### config.mk
export PLATFORM = sky130hd
export DESIGN_NAME = multi_watchdog
export DESIGN_NICKNAME = d
export VERILOG_FILES = /design/src/rtl/multi_watchdog.sv
export SDC_FILE = /design/constraint.sdc
export NUM_CORES = 1
export LEC_CHECK = 0
export BUFFER_PORTS_ARGS = -buffer_cell sky130_fd_sc_hd__buf_4
export CORE_MARGIN = 5
export CORE_UTILIZATION = 50
export CTS_BUF_LIST = sky130_fd_sc_hd__clkbuf_8 sky130_fd_sc_hd__clkbuf_16
export DETAILED_ROUTE_END_ITERATION = 16
export PLACE_DENSITY = 0.78
export SLEW_MARGIN = 20
export SYNTH_ARGS = -nofsm -noshare
export SYNTH_HDL_FRONTEND = slang
export SYNTH_SLANG_ARGS = --single-unit
export TNS_END_PERCENT = 100
### constraint.sdc
create_clock -name clk -period 4.32 [get_ports clk]
set_input_delay 1.08 -clock clk [delete_from_list [all_inputs] [get_ports clk]]
set_output_delay 1.08 -clock clk [all_outputs]
set_load 0.01 [all_outputs]
### src/rtl/multi_watchdog.sv
// N-channel watchdog: shared prescaler, per-channel timeout/window registers,
// early-kick detection and two-stage escalation to a sticky system reset request.
module multi_watchdog #(
  parameter  int NUM_CH = 3,
  parameter  int CNT_W  = 16,
  parameter  int PRE_W  = 8,
  localparam int CH_W   = (NUM_CH > 1) ? $clog2(NUM_CH) : 1
) (
  input  logic              clk,
  input  logic              rst,
  input  logic [PRE_W-1:0]  prescale,
  input  logic [NUM_CH-1:0] ch_en,
  input  logic [NUM_CH-1:0] kick,
  input  logic [NUM_CH-1:0] clr,
  input  logic [NUM_CH-1:0] win_mode,
  input  logic              cfg_we,
  input  logic [CH_W-1:0]   cfg_ch,
  input  logic              cfg_sel,
  input  logic [CNT_W-1:0]  cfg_data,
  output logic [NUM_CH-1:0] expired,
  output logic [NUM_CH-1:0] early,
  output logic              irq,
  output logic              sys_rst_req
);

  typedef enum logic [1:0] {
    ST_IDLE = 2'd0,
    ST_RUN  = 2'd1,
    ST_EXP  = 2'd2
  } ch_state_e;

  ch_state_e          state_r   [NUM_CH];
  logic [CNT_W-1:0]   cnt_r     [NUM_CH];
  logic [CNT_W-1:0]   timeout_r [NUM_CH];
  logic [CNT_W-1:0]   window_r  [NUM_CH];
  logic [NUM_CH-1:0]  expired_r;
  logic [NUM_CH-1:0]  early_r;
  logic               sys_rst_req_r;
  logic [PRE_W-1:0]   pc_r;
  logic               tick_s;

  // Equality compare lets a new prescale take effect mid-count; pc wraps if it overshoots.
  assign tick_s = (pc_r == prescale);

  // Free-running prescaler counter.
  always_ff @(posedge clk) begin
    if (rst) begin
      pc_r <= '0;
    end else if (tick_s) begin
      pc_r <= '0;
    end else begin
      pc_r <= pc_r + PRE_W'(1);
    end
  end

  // Timeout/window register file; out-of-range channel writes match no entry.
  always_ff @(posedge clk) begin
    if (rst) begin
      for (int i = 0; i < NUM_CH; i++) begin
        timeout_r[i] <= '1;
        window_r[i]  <= '1;
      end
    end else if (cfg_we) begin
      for (int i = 0; i < NUM_CH; i++) begin
        if (cfg_ch == CH_W'(i)) begin
          if (cfg_sel) begin
            window_r[i] <= cfg_data;
          end else begin
            timeout_r[i] <= cfg_data;
          end
        end
      end
    end
  end

  // Per-channel watchdog FSMs and the shared escalation flag.
  always_ff @(posedge clk) begin
    if (rst) begin
      for (int i = 0; i < NUM_CH; i++) begin
        state_r[i] <= ST_IDLE;
        cnt_r[i]   <= '0;
      end
      expired_r     <= '0;
      early_r       <= '0;
      sys_rst_req_r <= 1'b0;
    end else begin
      for (int i = 0; i < NUM_CH; i++) begin
        if (!ch_en[i]) begin
          state_r[i]   <= ST_IDLE;
          cnt_r[i]     <= '0;
          expired_r[i] <= 1'b0;
          early_r[i]   <= 1'b0;
        end else begin
          case (state_r[i])
            ST_IDLE: begin
              state_r[i] <= ST_RUN;
              cnt_r[i]   <= timeout_r[i];
            end
            ST_RUN: begin
              if (kick[i]) begin
                cnt_r[i] <= timeout_r[i];
                if (win_mode[i] && (cnt_r[i] > window_r[i])) begin
                  early_r[i] <= 1'b1;
                  state_r[i] <= ST_EXP;
                end
              end else if (tick_s) begin
                if (cnt_r[i] == '0) begin
                  expired_r[i] <= 1'b1;
                  state_r[i]   <= ST_EXP;
                  cnt_r[i]     <= timeout_r[i];
                end else begin
                  cnt_r[i] <= cnt_r[i] - CNT_W'(1);
                end
              end
            end
            ST_EXP: begin
              // Second stage: a re-arm wins over the escalation tick.
              if (clr[i]) begin
                expired_r[i] <= 1'b0;
                early_r[i]   <= 1'b0;
                state_r[i]   <= ST_RUN;
                cnt_r[i]     <= timeout_r[i];
              end else if (tick_s) begin
                if (cnt_r[i] == '0) begin
                  sys_rst_req_r <= 1'b1;
                end else begin
                  cnt_r[i] <= cnt_r[i] - CNT_W'(1);
                end
              end
            end
            default: begin
              state_r[i] <= ST_IDLE;
              cnt_r[i]   <= '0;
            end
          endcase
        end
      end
    end
  end

  assign expired     = expired_r;
  assign early       = early_r;
  assign irq         = |{expired_r, early_r};
  assign sys_rst_req = sys_rst_req_r;

endmodule

==> run_results.csv <==
group,metric,value,unit
global_route,grt_usage,0.2093,
floorplan,die-area,20030,um^2
clocking,cts_inserted_buffers,17,
logic_synthesis,synth.ff_latch_count,165,
critical_path,worst_setup_path_start_kind,"flop",
routing,topRoutingLayerUsed,"met4",
run_status,outcome,"completed",
sta,final_max_slew_viol_count,0,
critical_path,timing.reg2reg.setup_slack,1.19,ns
floorplan,placement_rows,48,
floorplan,floorplan.initialDensity,0.5054,
sta,fin_crit,3.129,ns
flow_run,cap_viol_max_count,0,
min_path,hp-class,"reg -> reg",
layout,nets,902,
routing,routed_via_density,5.670,
logic_synthesis,synth.yosys.warnings,0,
routing,drtAntennaViolNets,0,
logic_synthesis,synth_top_cells_by_area,"edfxtp_1 52%, ha_1 7.7%, inv_1 3.6%, dfxtp_1 3.5%, xnor2_1 3.3%",
global_route,number_of_global_route_vias_before_repair,5984,
logic_synthesis,synth_edf_count,150,
logic_synthesis,synthesis.area,8651,um^2
placement,detailed_place_hpwl,15260,um
floorplan,die_w,141.5,um
min_path,worst_hold_path.num_cells,1,
layout,layout.cells.non_filler,1045,
critical_path,crit_path_from,"cnt_r[2][8]$_SDFFCE_PP0P_",
critical_path,timing.critical_path.required,4.34,ns
layout,insertedDiodeCount,0,
power_and_ir_drop,irDropWorstVdd,0.3178,mV
floorplan,die_height,141.5,um
critical_path,critical_path.endpoint_type,"flop",
layout,area_growth,14.80,%
power_and_ir_drop,cell_internal_pwr,2966,uW
routing,drc_errors,0,
floorplan,core_region_area,17120,um^2
global_route,grt_first_pass_wirelength,31930,um
clocking,tritoncts_clock_tree,"done",
placement,gpl.final_weighted_congestion,0.8925,
sta,setup-violations-final,0,
power_and_ir_drop,p_sw_frac,0.2620,
clocking,cts-hold-fix-buffers,0,
global_route,grt_antenna_before_repair,0,
layout,final_layout_size_suffix_gt1_frac,0.1585,
routing,vias,5925,
sta,finalCritPeriodShare,0.7244,
critical_path,r2r_start,"cnt_r[2][8]$_SDFFCE_PP0P_",
logic_synthesis,synth_cell_types,66,
min_path,min_to,"early[2]$_SDFFE_PP0P_",
placement,cell_count_after_placement,1013,
sta,setup-tns-final,0,ns
clocking,clk_latency,0.43,ns
critical_path,rr_worst_depth,6,
power_and_ir_drop,power.density_cell_area,404.8,nW/um^2
clocking,post-cts-setup-buffers,0,
logic_synthesis,area_fraction_of_the_dominant_cell_type_after_synthesis,0.5207,
layout,finalCoreUtilization,0.5802,
routing,route.met3.wl,1682,um
logic_synthesis,synth_top_cell_by_area,"edfxtp_1",
sta,fin_skew,0.009227,ns
logic_synthesis,synth_ff_type,"edfxtp_1",
clocking,cell_at_the_root_of_the_clock_tree,"clkbuf_16",
critical_path,worstPathArrival,3.15,ns
power_and_ir_drop,p_seq_frac,0.486,
sta,worstMarginPinSlew,0.8417,ns
power_and_ir_drop,post_layout_power,4020,uW
logic_synthesis,synthTopCellsByCount,"150 x edfxtp_1, 84 x inv_1, 55 x nor2_1",
power_and_ir_drop,comb_power_share,0.144,
sta,max_freq,319.6,MHz
sta,timing.final.hold_violations,0,
placement,place.port_buffers,49,
logic_synthesis,synth_area_per_cell,11.74,um^2
clocking,clock-sinks,165,
routing,avgRoutedWirePerCell,19.46,um
logic_synthesis,yosysMostFrequentCell,"edfxtp_1",
power_and_ir_drop,power_leakage,0.004075,uW
routing,detailedRoute.firstPassIterationCount,7,
routing,drt-met1-wl,8401,um
floorplan,io_pins,50,
routing,detailroute.wirelength.met2,9885,um
logic_synthesis,post_synth_inst_count,737,
logic_synthesis,synth.net_count,832,
logic_synthesis,ys_seq_area_frac,0.5554,
clocking,clock_path_buffers,2,
clocking,post_cts_resized,0,
logic_synthesis,postSynth.asyncResetShare,0,
routing,wl,20330,um
power_and_ir_drop,switchingPower,1053,uW
clocking,htree_levels,4,
clocking,clk_pin_slew_worst_paths,0.06,ns
global_route,grt-ovfl-total,0,
global_route,grt_max_degree,18,
sta,unrepaired_setup_endpoints_after_global_routing,"no",
critical_path,worst_reg2reg_endpoint,"cnt_r[2][4]$_SDFFCE_PP0P_",
min_path,worst_hold_startpoint,"early[2]$_SDFFE_PP0P_",
critical_path,critical_path.max_fanout,17,
routing,initialDrtViolationCount,476,
critical_path,kind_of_critical_path,"reg -> reg",
power_and_ir_drop,clkPwrFrac,0.371,
sta,slew_headroom,0.4372,
## stage by stage
stage	instance area (um^2)	worst slack, ns	hold WS [ns]
after floorplan	8651	0.8425	0.4599
after global placement	9351	0.9739	0.4828
after detailed placement	9351	0.8836	0.4971
after CTS	9931	1.217	0.5089
after global routing	9931	1.059	0.5311
final	9931	1.191	0.5014
## cell type report
type | count | area [um^2]
Clock buffer | 17 | 425.4
Clock inverter | 15 | 153.9
Fill cell | 1343 | 7186
Inverter | 85 | 319.1
Multi-Input combinational cell | 477 | 3488
Sequential cell | 165 | 4805
Tap cell | 225 | 281.5
Timing Repair Buffer | 61 | 457.9
## worst max path at each step
stage	cells past startpoint	endpoint
global route	6	cnt_r[2][4]$_SDFFCE_PP0P_
finish	6	cnt_r[2][4]$_SDFFCE_PP0P_
CTS	6	cnt_r[2][4]$_SDFFCE_PP0P_
detailed placement	6	cnt_r[2][8]$_SDFFCE_PP0P_
global placement	6	cnt_r[2][8]$_SDFFCE_PP0P_
floorplan	5	cnt_r[0][0]$_SDFFCE_PP0P_
## layer usage
layer	GRT usage	vias up
met1	0.2729	2828
met2	0.3475	232
met3	0.05393	37
met5	0	-
li1	-	2828
met4	0.05909	0
## cells by family after synthesis
kind of cell	Yosys count	synth area share
and+or+nand+nor	238	0.1527
DFF	165	0.5554
AOI/OAI and AO/OA	115	0.09647
buffers and inverters	95	0.04455
xor gates and xnor gates	55	0.05568
adders and majority gates	53	0.07666
muxes	16	0.01851
## power by group through the flow
stage / registers, uW / clock network (uW) / logic (uW)
final: 1950 / 1490 / 578
after CTS: 1950 / 1490 / 575
after floorplan: 1950 / 0 / 416
after global routing: 1960 / 1570 / 644
after global placement: 1980 / 0 / 547
after detailed placement: 1980 / 0 / 566
## flip-flops by register name, summed over array words and instances, names as in the netlist
| signal | flops |
|---|---|
| pc_r | 8 |
| expired | 3 |
| timeout_r | 48 |
| early | 3 |
| sys_rst_req | 1 |
| window_r | 48 |
| cnt_r | 48 |
| state_r | 6 |
## worst max-delay path, cell delays in order, from the launching register on
cell and delay (ns):
edfxtp_1 0.50, or4_4 0.55, nor4_2 0.22, and4_4 0.32, o21bai_2 0.08, a31oi_4 0.49
nand2_1 0.55
## cells in the final DEF, fill, tap and decap left out, types with 6 or more instances in the layout
cell type	Yosys	routed
clkbuf_16	0	17
dfxtp_1	15	15
nor4_1	8	8
nor3_1	17	17
o22ai_1	20	20
ha_1	53	53
xnor2_1	33	33
nand2b_1	30	30
a21o_1	9	9
nor2b_1	10	10
o22ai_2	12	12
nor2_1	55	55
nand2_1	48	48
o21ai_0	17	12
nand3_1	15	15
o21ai_1	1	6
inv_1	84	85
edfxtp_1	150	150
a21oi_1	24	24
mux2i_1	16	16
nand4_1	12	12
buf_4	1	61
or3_1	8	8
xor2_1	22	22
Power figures use the tool's default switching activity.
